`src/rtl/mem_burst_ctrl.sv`:
```
// Burst controller between a SIMD core's load/store path and the block memory.
// Splits word-granular read/write bursts into BLOCK_SIZE-word memory beats.
module mem_burst_ctrl #(
  parameter int unsigned SIZE       = 32,
  parameter int unsigned BLOCK_SIZE = 5,
  parameter int unsigned ADDR_SIZE  = 24,
  parameter int unsigned LEN_W      = 16
) (
  input  logic                               i_clk,
  input  logic                               i_rst,
  input  logic                               i_req_valid,
  output logic                               o_req_ready,
  input  logic                               i_req_we,
  input  logic [ADDR_SIZE-1:0]               i_req_addr,
  input  logic [LEN_W-1:0]                   i_req_len,
  input  logic                               i_wdata_valid,
  output logic                               o_wdata_ready,
  input  logic [SIZE*BLOCK_SIZE-1:0]         i_wdata,
  output logic                               o_rdata_valid,
  input  logic                               i_rdata_ready,
  output logic [SIZE*BLOCK_SIZE-1:0]         o_rdata,
  output logic [$clog2(BLOCK_SIZE):0]        o_rdata_cnt,
  output logic                               o_rdata_last,
  output logic                               o_done,
  output logic [ADDR_SIZE-1:0]               o_mem_addr_w,
  output logic [SIZE*BLOCK_SIZE-1:0]         o_mem_data_w,
  output logic [$clog2(BLOCK_SIZE):0]        o_mem_wr_size,
  output logic                               o_mem_wr_en,
  output logic [ADDR_SIZE-1:0]               o_mem_addr_r,
  input  logic [SIZE*BLOCK_SIZE-1:0]         i_mem_data
);

  localparam int unsigned CNT_W  = $clog2(BLOCK_SIZE) + 1;
  localparam int unsigned BEAT_W = SIZE * BLOCK_SIZE;

  typedef enum logic [1:0] {IDLE, WR, RD, FIN} state_t;

  state_t               state, state_d;
  logic [ADDR_SIZE-1:0] addr_q;
  logic [LEN_W-1:0]     remaining;
  logic [CNT_W-1:0]     beat_c;
  logic                 final_c;
  logic                 req_fire, wr_fire, rd_capture, rd_consume;
  logic [BEAT_W-1:0]    rdata_masked;

  // Words in the current beat and whether it closes the burst
  always_comb begin
    beat_c  = (remaining < LEN_W'(BLOCK_SIZE)) ? CNT_W'(remaining) : CNT_W'(BLOCK_SIZE);
    final_c = (remaining <= LEN_W'(BLOCK_SIZE));
  end

  // Zero the slots past the beat size so partial beats carry no stale words
  always_comb begin
    rdata_masked = i_mem_data;
    for (int unsigned k = 0; k < BLOCK_SIZE; k++) begin
      if (k >= 32'(beat_c)) rdata_masked[(BLOCK_SIZE-k)*SIZE-1 -: SIZE] = '0;
    end
  end

  always_ff @(posedge i_clk) begin
    if (i_rst) state <= IDLE;
    else       state <= state_d;
  end

  always_comb begin
    state_d    = state;
    req_fire   = 1'b0;
    wr_fire    = 1'b0;
    rd_capture = 1'b0;
    rd_consume = 1'b0;
    case (state)
      IDLE: begin
        req_fire = i_req_valid && o_req_ready;
        if (req_fire) begin
          if (i_req_len == '0) state_d = FIN;
          else if (i_req_we)   state_d = WR;
          else                 state_d = RD;
        end
      end
      WR: begin
        wr_fire = i_wdata_valid && o_wdata_ready;
        if (wr_fire && final_c) state_d = FIN;
      end
      RD: begin
        rd_consume = o_rdata_valid && i_rdata_ready;
        rd_capture = (!o_rdata_valid || i_rdata_ready) && (remaining != '0);
        if (rd_consume && o_rdata_last) state_d = FIN;
      end
      FIN:     state_d = IDLE;
      default: state_d = IDLE;
    endcase
  end

  // Registered outputs and burst bookkeeping; reset lands in IDLE, which accepts requests
  always_ff @(posedge i_clk) begin
    if (i_rst) begin
      o_req_ready   <= 1'b1;
      o_wdata_ready <= 1'b0;
      o_done        <= 1'b0;
      o_mem_wr_en   <= 1'b0;
      o_mem_addr_w  <= '0;
      o_mem_data_w  <= '0;
      o_mem_wr_size <= '0;
      o_mem_addr_r  <= '0;
      o_rdata_valid <= 1'b0;
      o_rdata       <= '0;
      o_rdata_cnt   <= '0;
      o_rdata_last  <= 1'b0;
      addr_q        <= '0;
      remaining     <= '0;
    end else begin
      o_req_ready   <= (state_d == IDLE);
      o_wdata_ready <= (state_d == WR);
      o_done        <= (state_d == FIN);
      o_mem_wr_en   <= wr_fire;

      if (req_fire) begin
        addr_q    <= i_req_addr;
        remaining <= i_req_len;
        if (!i_req_we && (i_req_len != '0)) o_mem_addr_r <= i_req_addr;
      end

      if (wr_fire) begin
        o_mem_addr_w  <= addr_q;
        o_mem_data_w  <= i_wdata;
        o_mem_wr_size <= beat_c;
        addr_q        <= addr_q + ADDR_SIZE'(beat_c);
        remaining     <= remaining - LEN_W'(beat_c);
      end

      if (rd_capture) begin
        o_rdata       <= rdata_masked;
        o_rdata_cnt   <= beat_c;
        o_rdata_last  <= final_c;
        o_rdata_valid <= 1'b1;
        o_mem_addr_r  <= o_mem_addr_r + ADDR_SIZE'(beat_c);
        remaining     <= remaining - LEN_W'(beat_c);
      end else if (rd_consume) begin
        o_rdata_valid <= 1'b0;
      end
    end
  end

endmodule

```
`config.mk`:
```
export PLATFORM = sky130hd
export DESIGN_NAME = mem_burst_ctrl
export DESIGN_NICKNAME = d
export VERILOG_FILES = /design/src/rtl/mem_burst_ctrl.sv
export SDC_FILE = /design/constraint.sdc
export NUM_CORES = 1
export LEC_CHECK = 0
export CAP_MARGIN = 20
export CORE_AREA = 5 5 290 292
export CTS_BUF_LIST = sky130_fd_sc_hd__clkbuf_4
export DETAILED_ROUTE_END_ITERATION = 10
export DIE_AREA = 0 0 295 297
export GPL_TIMING_DRIVEN = 0
export HOLD_SLACK_MARGIN = 0.02
export PLACE_DENSITY = 0.44
export SLEW_MARGIN = 10
export SYNTH_ARGS = -nofsm -noshare
export SYNTH_HDL_FRONTEND = slang
export SYNTH_SLANG_ARGS = --single-unit
export TNS_END_PERCENT = 1
```
`constraint.sdc`:
```
create_clock -name i_clk -period 11.4 [get_ports i_clk]
set_input_delay 2.28 -clock i_clk [delete_from_list [all_inputs] [get_ports i_clk]]
set_output_delay 2.28 -clock i_clk [all_outputs]
set_load 0.05 [all_outputs]
```
==> run_results.csv <==
group,metric,value,unit
clock_network,cts_tree,"done",
die,fp.dieArea,0.0876,mm^2
synthesis,ys_warn_count,0,
run,drv_cap,0,
detailed_routing,drt-total-wl,86900,um
critical_path,path_depth,1,
synthesis,synthMostInstantiatedCell,"nand2_1",
timing,grt_setup_unrepaired,"false",
cells_and_area,drive_gt1_frac,0.0767,
timing,period_minus_slack,4.67,ns
min_path,hp-class,"reg2reg",
placed_design,port_buffers,747,
timing,setup_violations,0,
synthesis,synth-edff-count,0,
cells_and_area,syn2layout_area_growth,64.4,%
synthesis,yosysSeqAreaShare,0.525,
critical_path,crit_path_top_delay_cell,"clkdlybuf4s50_1",
critical_path,reg2reg_slack,6.82,ns
global_route,antenna_found_initial,9,
clock_network,post_cts_buffers,0,
placed_design,post-place-cells,3773,
cells_and_area,final_nets,3215,
global_route,gr-total-overflow,0,
global_route,grt_usage,0.189,
critical_path,worstPathCellList,"clkdlybuf4s50_1",
die,fp.coreArea,0.0813,mm^2
clock_network,cts.sinks,424,
timing,tightest_slew,1.17,ns
synthesis,ys.flop_type,"dfxtp_1",
critical_path,critical_path.endpoint,"o_mem_addr_r[18]",
run_status,status,"finished, final reports clean",
die,die_w,295,um
global_route,grt_max_degree,17,
critical_path,critical_path.top_delay_family,"buffers and inverters",
clock_network,post_cts_resized,0,
cells_and_area,instances_no_fill,3997,
critical_path,end_kind,"output pin",
die,floorplan.initialDensity,0.199,
synthesis,synthArstFlopShare,0,
critical_path,slowest_delay,1.02,ns
placed_design,hpwl,68800,um
critical_path,r2r_end,"o_mem_addr_r[7]",
critical_path,worstPathArrival,2.39,ns
placed_design,gp_congestion,0.866,
critical_path,critPathKind,"reg2out",
synthesis,ys_top_cells_by_count,"501 x nand2_1, 424 x dfxtp_1, 255 x a21oi_1, 167 x nor2_1, 142 x a22oi_1",
detailed_routing,vias,18218,
timing,slew_viol_final,0,
timing,max_freq,0.214,GHz
critical_path,startpoint_type,"register",
clock_network,htreeDepth,4,
detailed_routing,drt_iter0_drc,1084,
critical_path,required,9.12,ns
die,io_pins,748,
critical_path,r2r-start,"remaining[8]",
synthesis,yosysTopAreaCell,"dfxtp_1",
timing,finClkSkew,0.0600,ns
power_and_ir_drop,peakVddDrop,70.0,uV
synthesis,synth.distinct_cells,64,
detailed_routing,drc_errors,0,
power_and_ir_drop,p_leak,9.04,nW
detailed_routing,avgViaCountPerCell,4.56,
global_route,grt_pass1_vias,18347,
timing,tns,0,ns
critical_path,cp-startpoint,"o_mem_addr_r[18]",
critical_path,critPathMaxFanout,8,
clock_network,root_buffer,"clkbuf_4",
detailed_routing,first_pass_iters,5,
power_and_ir_drop,p_per_area,149,mW/mm^2
timing,max-slew-margin-rel,0.216,
die,die_y,297,um
synthesis,ys_seq_elements,424,
die,rows,105,
synthesis,synth.top_cell.area_share,0.525,
global_route,grt_pass1_wl,124000,um
critical_path,cp_num_buf_inv,1,
synthesis,syn_inst,1955,
clock_network,clk_latency,0.93,ns
clock_network,cts_hold_buf,0,
synthesis,syn_area_per_cell,8.28,um^2
detailed_routing,ant_nets,0,
clock_network,numCtsBuffers,133,
timing,fin_crit_sh,0.410,
timing,hold_viol_final,0,
clock_network,clkTransAtPathRegs,0.06,ns
critical_path,ff2ff_path_depth,13,
detailed_routing,wl_per_cell,21.7,um
synthesis,synthTopCellsByArea,"dfxtp_1 52%, nand2_1 12%, a21oi_1 7.9%, a22oi_1 6.6%, nor2_1 3.9%",
synthesis,synth_area,0.0162,mm^2
clock_network,clock_path_buffers,3,
[layout by cell type, fill, tap and decap left out, drive strengths merged, types with 10 or more instances in the layout]
master | netlist | layout
clkdlybuf4s50 | 0 | 747
nand2 | 501 | 501
dfxtp | 424 | 424
clkbuf | 131 | 312
a21oi | 255 | 255
nor2 | 167 | 167
a22oi | 142 | 142
a31oi | 33 | 33
clkinv | 0 | 24
buf | 23 | 23
nand3 | 21 | 21
nand4 | 19 | 19
o21ai | 18 | 18
a211oi | 17 | 17
and3 | 15 | 15
inv | 9 | 15
nor4 | 14 | 14
or3 | 13 | 13
and2 | 13 | 13
nor3 | 12 | 12
o311ai | 12 | 12
a21o | 10 | 10
and4 | 10 | 10
[power breakdown]
group | internal, mW | switching (mW)
sequential | 1.55 | 0.0620
combinational | 0.323 | 0.533
clock | 0.775 | 0.712
total | 2.65 | 1.31
[layout make-up]
| type | instances | area, um^2 |
|---|---|---|
| clock buffers | 181 | 1360 |
| flip-flops and latches | 424 | 8490 |
| plain buffers | 154 | 599 |
| clock inverters | 35 | 213 |
| repair buffers | 747 | 7480 |
| diodes | 8 | 20.0 |
| well taps | 1070 | 1340 |
| inverters | 9 | 33.8 |
| fillers | 8611 | 54700 |
| multi-input cells | 1369 | 7070 |
[worst min path at each step]
stage / startpoint / end / slack, ns / depth (start not counted)
floorplan: addr_q[16] / o_mem_addr_w[16] / 0.44 / 2
global placement: o_mem_data_w[24] / o_mem_data_w[24] / 0.44 / 2
detailed placement: o_mem_data_w[56] / o_mem_data_w[56] / 0.45 / 2
CTS: addr_q[16] / o_mem_addr_w[16] / 0.45 / 2
global route: o_mem_data_w[141] / o_mem_data_w[141] / 0.47 / 2
finish: o_mem_data_w[47] / o_mem_data_w[47] / 0.45 / 2
[flip-flops by register name (all words and copies together) (netlist names)]
name	flops
o_req_ready	1
o_rdata_valid	1
o_rdata	160
o_rdata_last	1
state	2
o_mem_wr_size	4
o_mem_addr_w	24
o_mem_addr_r	24
addr_q	24
o_mem_wr_en	1
o_done	1
o_wdata_ready	1
remaining	16
o_rdata_cnt	4
o_mem_data_w	160
[cell families after synthesis]
| family | Yosys count | synth area share |
|---|---|---|
| AND/OR/NAND/NOR | 810 | 0.213 |
| multiplexers | 5 | 0.00317 |
| AO/OA/AOI/OAI | 538 | 0.209 |
| buffers and inverters | 163 | 0.0391 |
| adder cells (fa/ha/maj) | 11 | 0.00943 |
| flip-flops | 424 | 0.525 |
| XOR/XNOR | 3 | 0.00162 |
| other | 1 | 0.000232 |
[metrics by stage]
step	hold WS, ns	utilization	area (um^2)	total power, mW	setup WS (ns)
6_report	0.452	0.327	26600	3.96	6.73
5_1_grt	0.466	0.327	26600	4.19	6.47
4_1_cts	0.449	0.327	26600	4.04	6.49
3_5_place_dp	0.446	0.308	25000	2.50	5.97
3_3_place_gp	0.443	0.307	25000	2.49	5.98
2_1_floorplan	0.440	-	16200	2.10	7.64
[routing by layer]
| metal | part of all wire | GRT usage | vias to the layer above | wire length [um] |
|---|---|---|---|---|
| met4 | 0.020 | 0.0565 | 0 | 1740 |
| met5 | 0 | 0 | - | 0 |
| met3 | 0.078 | 0.0676 | 117 | 6780 |
| li1 | - | - | 8696 | - |
| met1 | 0.40 | 0.220 | 8765 | 34900 |
| met2 | 0.50 | 0.325 | 640 | 43400 |
Power figures use the tool's default switching activity.
